### config.mk
export PLATFORM = sky130hd
export DESIGN_NAME = ahb_lite_adc_max10_bus
export DESIGN_NICKNAME = d
export VERILOG_FILES = /design/src/rtl/ahb_lite_adc_max10_bus.sv
export SDC_FILE = /design/constraint.sdc
export NUM_CORES = 1
export LEC_CHECK = 0
export CAP_MARGIN = 20
export CORE_ASPECT_RATIO = 0.8
export CORE_MARGIN = 2
export CORE_UTILIZATION = 19
export CTS_BUF_LIST = sky130_fd_sc_hd__clkbuf_4
export DETAILED_ROUTE_END_ITERATION = 16
export PLACE_DENSITY = 0.86
export SLEW_MARGIN = 20
export SYNTH_ARGS = -nofsm -noshare
export SYNTH_HDL_FRONTEND = slang
export SYNTH_SLANG_ARGS = --single-unit
### constraint.sdc
create_clock -name CLK -period 1.16 [get_ports CLK]
set_input_delay 0.116 -clock CLK [delete_from_list [all_inputs] [get_ports CLK]]
set_output_delay 0.116 -clock CLK [all_outputs]
set_load 0.02 [all_outputs]
### src/rtl/ahb_lite_adc_max10_bus.sv
// rtl/ahb_lite_adc_max10_bus.sv - AHB-Lite slave front end for the MAX10 ADC register core
//
// Purpose:
//   Turns AHB-Lite address/data-phase transfers into the register access port of
//   the ADC core. Legal word accesses complete with zero wait states. With
//   ADC_AHB_ERROR_EN defined, illegal accesses (HSIZE != word or HADDR[1:0] != 0)
//   get a two-cycle ERROR response and never reach the core.
//
// Configuration macro: ADC_AHB_ERROR_EN (undefined: HRESP tied 0, HREADYOUT tied 1)
//
// Ports:
//   CLK, RESETn                  clock, synchronous active-low reset
//   HSEL, HADDR, HTRANS, HSIZE   AHB-Lite address phase
//   HWRITE, HWDATA, HREADY       direction, write data (data phase), bus ready
//   HBURST, HPROT, HMASTLOCK     accepted, ignored
//   HRDATA, HREADYOUT, HRESP     AHB-Lite slave response
//   read_addr, read_data         core read port (read_data combinational from read_addr)
//   write_addr, write_data,
//   write_enable                 core write port, one-cycle strobe
module ahb_lite_adc_max10_bus #(
  parameter int ADDR_WIDTH = 4
) (
  input  logic                  CLK,
  input  logic                  RESETn,
  input  logic                  HSEL,
  input  logic [31:0]           HADDR,
  input  logic [1:0]            HTRANS,
  input  logic [2:0]            HSIZE,
  input  logic                  HWRITE,
  input  logic [31:0]           HWDATA,
  input  logic                  HREADY,
  input  logic [2:0]            HBURST,
  input  logic [3:0]            HPROT,
  input  logic                  HMASTLOCK,
  output logic [31:0]           HRDATA,
  output logic                  HREADYOUT,
  output logic                  HRESP,
  output logic [ADDR_WIDTH-1:0] read_addr,
  input  logic [31:0]           read_data,
  output logic [ADDR_WIDTH-1:0] write_addr,
  output logic [31:0]           write_data,
  output logic                  write_enable
);

  typedef enum logic [2:0] {
    S_IDLE,
    S_READ,
    S_WRITE,
    S_ERR1,
    S_ERR2
  } state_t;

  state_t                  state_q, state_d;
  logic                    accept;
  logic                    illegal;
  logic [ADDR_WIDTH-1:0]   read_addr_q;
  logic [ADDR_WIDTH-1:0]   write_addr_q;
  logic                    write_en_q;
  logic                    read_sel_q;

  logic unused_inputs;
  assign unused_inputs = &{1'b0, HBURST, HPROT, HMASTLOCK, HTRANS[0],
                           HADDR[31:ADDR_WIDTH+2], HADDR[1:0], HSIZE};

  // No address phase can complete while we are driving the first ERROR cycle.
  assign accept = HSEL & HREADY & HTRANS[1] & (state_q != S_ERR1);

`ifdef ADC_AHB_ERROR_EN
  logic hreadyout_q;
  logic hresp_q;
  assign illegal   = (HSIZE != 3'b010) | (HADDR[1:0] != 2'b00);
  assign HREADYOUT = hreadyout_q;
  assign HRESP     = hresp_q;
`else
  assign illegal   = 1'b0;
  assign HREADYOUT = 1'b1;
  assign HRESP     = 1'b0;
`endif

  always_comb begin
    state_d = state_q;
    if (state_q == S_ERR1) begin
      state_d = S_ERR2;
    end else if (HREADY) begin
      if (accept && illegal)     state_d = S_ERR1;
      else if (accept && HWRITE) state_d = S_WRITE;
      else if (accept)           state_d = S_READ;
      else                       state_d = S_IDLE;
    end
  end

  always_ff @(posedge CLK) begin
    if (!RESETn) begin
      state_q      <= S_IDLE;
      read_addr_q  <= '0;
      write_addr_q <= '0;
      write_en_q   <= 1'b0;
      read_sel_q   <= 1'b0;
`ifdef ADC_AHB_ERROR_EN
      hreadyout_q  <= 1'b1;
      hresp_q      <= 1'b0;
`endif
    end else begin
      state_q    <= state_d;
      write_en_q <= (state_d == S_WRITE);
      read_sel_q <= (state_d == S_READ);
`ifdef ADC_AHB_ERROR_EN
      hreadyout_q <= (state_d != S_ERR1);
      hresp_q     <= (state_d == S_ERR1) || (state_d == S_ERR2);
`endif
      if (accept) begin
        read_addr_q  <= HADDR[ADDR_WIDTH+1:2];
        write_addr_q <= HADDR[ADDR_WIDTH+1:2];
      end
    end
  end

  assign read_addr    = read_addr_q;
  assign write_addr   = write_addr_q;
  assign write_data   = HWDATA;
  // Reset is synchronous, so gate the strobe directly to drop a pending write
  // in the very cycle reset is asserted.
  assign write_enable = write_en_q & RESETn;
  assign HRDATA       = read_sel_q ? read_data : 32'h0;

endmodule

==> impl_metrics.py <==
metrics = {
    "placement": {
        "io_buffers": 82,
        "dpl.hpwl_mm": 2.450,
        "place_inst": 217,
        "dpl-instance-area_mm2": 0.001500,
        "gp_congestion": 0.6771,
    },
    "setup_path": {
        "r2r-end": "write_en_q$_SDFF_PN0_",
        "reg2reg_depth": 3,
        "path_buf_inv": 3,
        "max_stage_delay_ps": 350,
        "critical_path.top_delay_family": "buffers and inverters",
        "worst-setup-path-type": "flip-flop to output port",
        "crit_end": "HRDATA[16]",
        "worstPathArrival_ps": 1090,
        "required_ps": 1040,
        "cpMostUsedCell": "buf_6",
        "critPathLaunchType": "flip-flop",
        "cp_slowest_cell": "dfxtp_4",
        "worstPathCellList": "buf_6, buf_6, and2_4, buf_6",
        "crit_start": "read_sel_q$_SDFF_PN0_",
        "crit_path_end_kind": "output port",
        "r2r_slack_ps": 130,
        "cp.depth": 4,
        "path_max_fanout": 5,
        "r2r_start": "state_q[0]$_SDFF_PN0_",
    },
    "floorplan": {
        "start_util_pct": 19.58,
        "io_pins": 189,
        "die_w_um": 80.72,
        "row_count": 22,
        "core_mm2": 0.004569,
        "die_area_mm2": 0.005277,
        "die_h_um": 65.38,
    },
    "layout": {
        "fillers": 498,
        "fin_cells": 224,
        "mostFrequentLayoutCell": "clkdlybuf4s50_1",
        "diodes": 0,
        "final_area_mm2": 0.001588,
        "areaGrowthSynthToFinish_pct": 77.48,
        "fin_nets": 279,
        "multiInputGateArea_um2": 432.9,
        "mostFrequentLayoutCells": "41 x clkdlybuf4s50_1, 23 x buf_6, 19 x and2_1",
        "regArea_um2": 183.9,
        "drive_above_1_share_pct": 35.98,
    },
    "global_routing": {
        "grt_max_degree": 15,
        "grt_usage_pct": 10.95,
        "grt_pass1_wl_mm": 4.291,
        "grt-ovfl-total": 0,
        "grt_pass1_vias": 794,
        "antenna_found_initial": 0,
    },
    "status": {
        "violations": "setup timing",
        "status": "finished with violations",
    },
    "timing": {
        "slew_violations": 0,
        "fmax_mhz": 827.8,
        "min_period_ps": 1208,
        "fin_skew_ps": 0.5161,
        "period_share_pct": 104.1,
        "hold_viol_final": 0,
        "rsz0062_at_grt": "yes",
        "setup_viol": 9,
        "setup_slack_ps": -48.00,
    },
    "power_and_ir_drop": {
        "p_per_area_mw_per_mm2": 541.5,
        "ir_drop_v": 0.0004450,
        "power_frac_clock_pct": 29.4,
        "internal_power_mw": 0.6593,
        "power.switching_mw": 0.2005,
        "power_mw": 0.8598,
        "p_seq_share_pct": 37.5,
        "switching_share_pct": 23.32,
        "pwr-share-comb_pct": 33.1,
        "leakage_nw": 0.7682,
    },
    "clocking": {
        "hold_buffers": 0,
        "clk_latency_ps": 250,
        "cts_buffers": 3,
        "htree_levels": 1,
        "root_buffer": "clkbuf_4",
        "cts.clk_slew.worst_paths_ps": 60,
        "cts_tree": "yes",
        "cts.sinks": 9,
        "cts_max_path_buffers": 2,
    },
    "logic_synthesis": {
        "synth_cells": 115,
        "syn_avg_cell_area_um2": 7.779,
        "synth_cell_type_count": 22,
        "ys_seq_area_share_pct": 20.14,
        "ys_ff_latch": 9,
        "synthSimpleGateAreaFrac_pct": 36.78,
        "synth_area_um2": 894.6,
        "synth_top_family_by_area": "simple AND/OR/NAND/NOR gates",
        "synth_xor_area_share_pct": 0,
        "synth_warnings": 0,
        "synth_compound_area_share_pct": 2.378,
        "synth_nets": 229,
        "synth_adder_area_share_pct": 0,
        "synthMuxAreaShare_pct": 4.476,
    },
    "detailed_routing": {
        "drt_wl_total_mm": 2.990,
        "drtIter0Drc": 17,
        "viasPerCell": 3.759,
        "drtPass1Iterations": 4,
        "num_vias": 842,
        "ant_nets": 0,
        "routedWlPerCell_um": 13.35,
        "drc": 0,
    },
    "worst_hold_path": {
        "hp-class": "input pin to output port",
    },
    "flow_run": {
        "cap_violations": 0,
    },
}
cells by family after synthesis:
| family | after synthesis |
|---|---|
| AOI/OAI and AO/OA | 3 |
| other | 2 |
| buffers and inverters | 44 |
| and+or+nand+nor | 53 |
| muxes | 4 |
| DFF | 9 |
through the flow:
stage	utilization, %	TNS, ps	setup slack, ps	hold slack, ps
after floorplan	-	0	226.9	258.1
after global placement	32.83	-8119	-254.6	232.1
after detailed placement	32.83	-8609	-263.5	232.1
after CTS	31.02	-658.8	-70.25	232.1
after global routing	34.75	-1482	-96.93	232.0
final	34.75	-407.2	-48.00	232.0
layer usage:
metal	track usage, %	share of wire (%)	vias up
li1	-	-	412
met1	9.908	29	366
met2	19.27	52	60
met3	7.692	18	4
met4	3.814	0.97	0
met5	0	0	-
state kept, by name (all words and copies together), names as in the netlist:
signal,count
read_sel_q,1
state_q,3
write_en_q,1
write_addr,4
synthesized netlist by cell type:
library cell | number | area [um^2]
a21boi_0 | 1 | 7.510
a32oi_1 | 1 | 8.760
and2_1 | 33 | 206.5
and2_4 | 1 | 8.760
and2b_1 | 1 | 7.510
and3_1 | 2 | 12.51
buf_2 | 1 | 5.000
buf_4 | 38 | 285.3
buf_6 | 1 | 11.26
clkbuf_1 | 3 | 11.26
conb_1 | 2 | 7.510
dfxtp_1 | 9 | 180.2
inv_1 | 1 | 3.750
mux2i_1 | 4 | 40.04
nand2_1 | 8 | 30.03
nand2b_1 | 2 | 12.51
nand3_1 | 1 | 5.000
nand3b_4 | 1 | 20.02
nand4b_1 | 1 | 8.760
nor2b_1 | 2 | 12.51
nor3_1 | 1 | 5.000
o21ai_0 | 1 | 5.000
how the worst min path moves through the flow:
stage | from | end | slack (ps) | depth (start not counted)
after floorplan | HADDR[2] | write_addr[0]$_SDFFE_PN0N_ | 260 | 2
after global placement | HWDATA[0] | write_data[0] | 230 | 0
after detailed placement | HWDATA[0] | write_data[0] | 230 | 0
after CTS | HWDATA[0] | write_data[0] | 230 | 0
after global routing | HWDATA[2] | write_data[2] | 230 | 0
final | HWDATA[11] | write_data[11] | 230 | 0
power by group through the flow:
stage          clock, mW  sequential (mW)  combinational (mW)
6_report           0.253            0.323               0.284
5_1_grt            0.290            0.324               0.306
4_1_cts            0.266            0.325               0.264
3_5_place_dp           0            0.331               0.276
3_3_place_gp           0            0.330               0.272
2_1_floorplan          0            0.336               0.250
final cells by class:
type	count	share of cell area (%)
Tap cell	60	4.728
Sequential cell	9	11.58
Multi-Input combinational cell	62	27.27
Clock buffer	4	1.891
Timing Repair Buffer	88	54.29
Inverter	1	0.2364
repair_timing:
action / 4_1_cts / 5_1_grt
endpoints found under the hold margin: 0 / 0
buffers inserted: 1 / 0
cloned: 2 / 0
resized for setup: 151 / 60
setup endpoints to repair: 41 / 33
No activity file was read; power rests on OpenSTA's default activity.
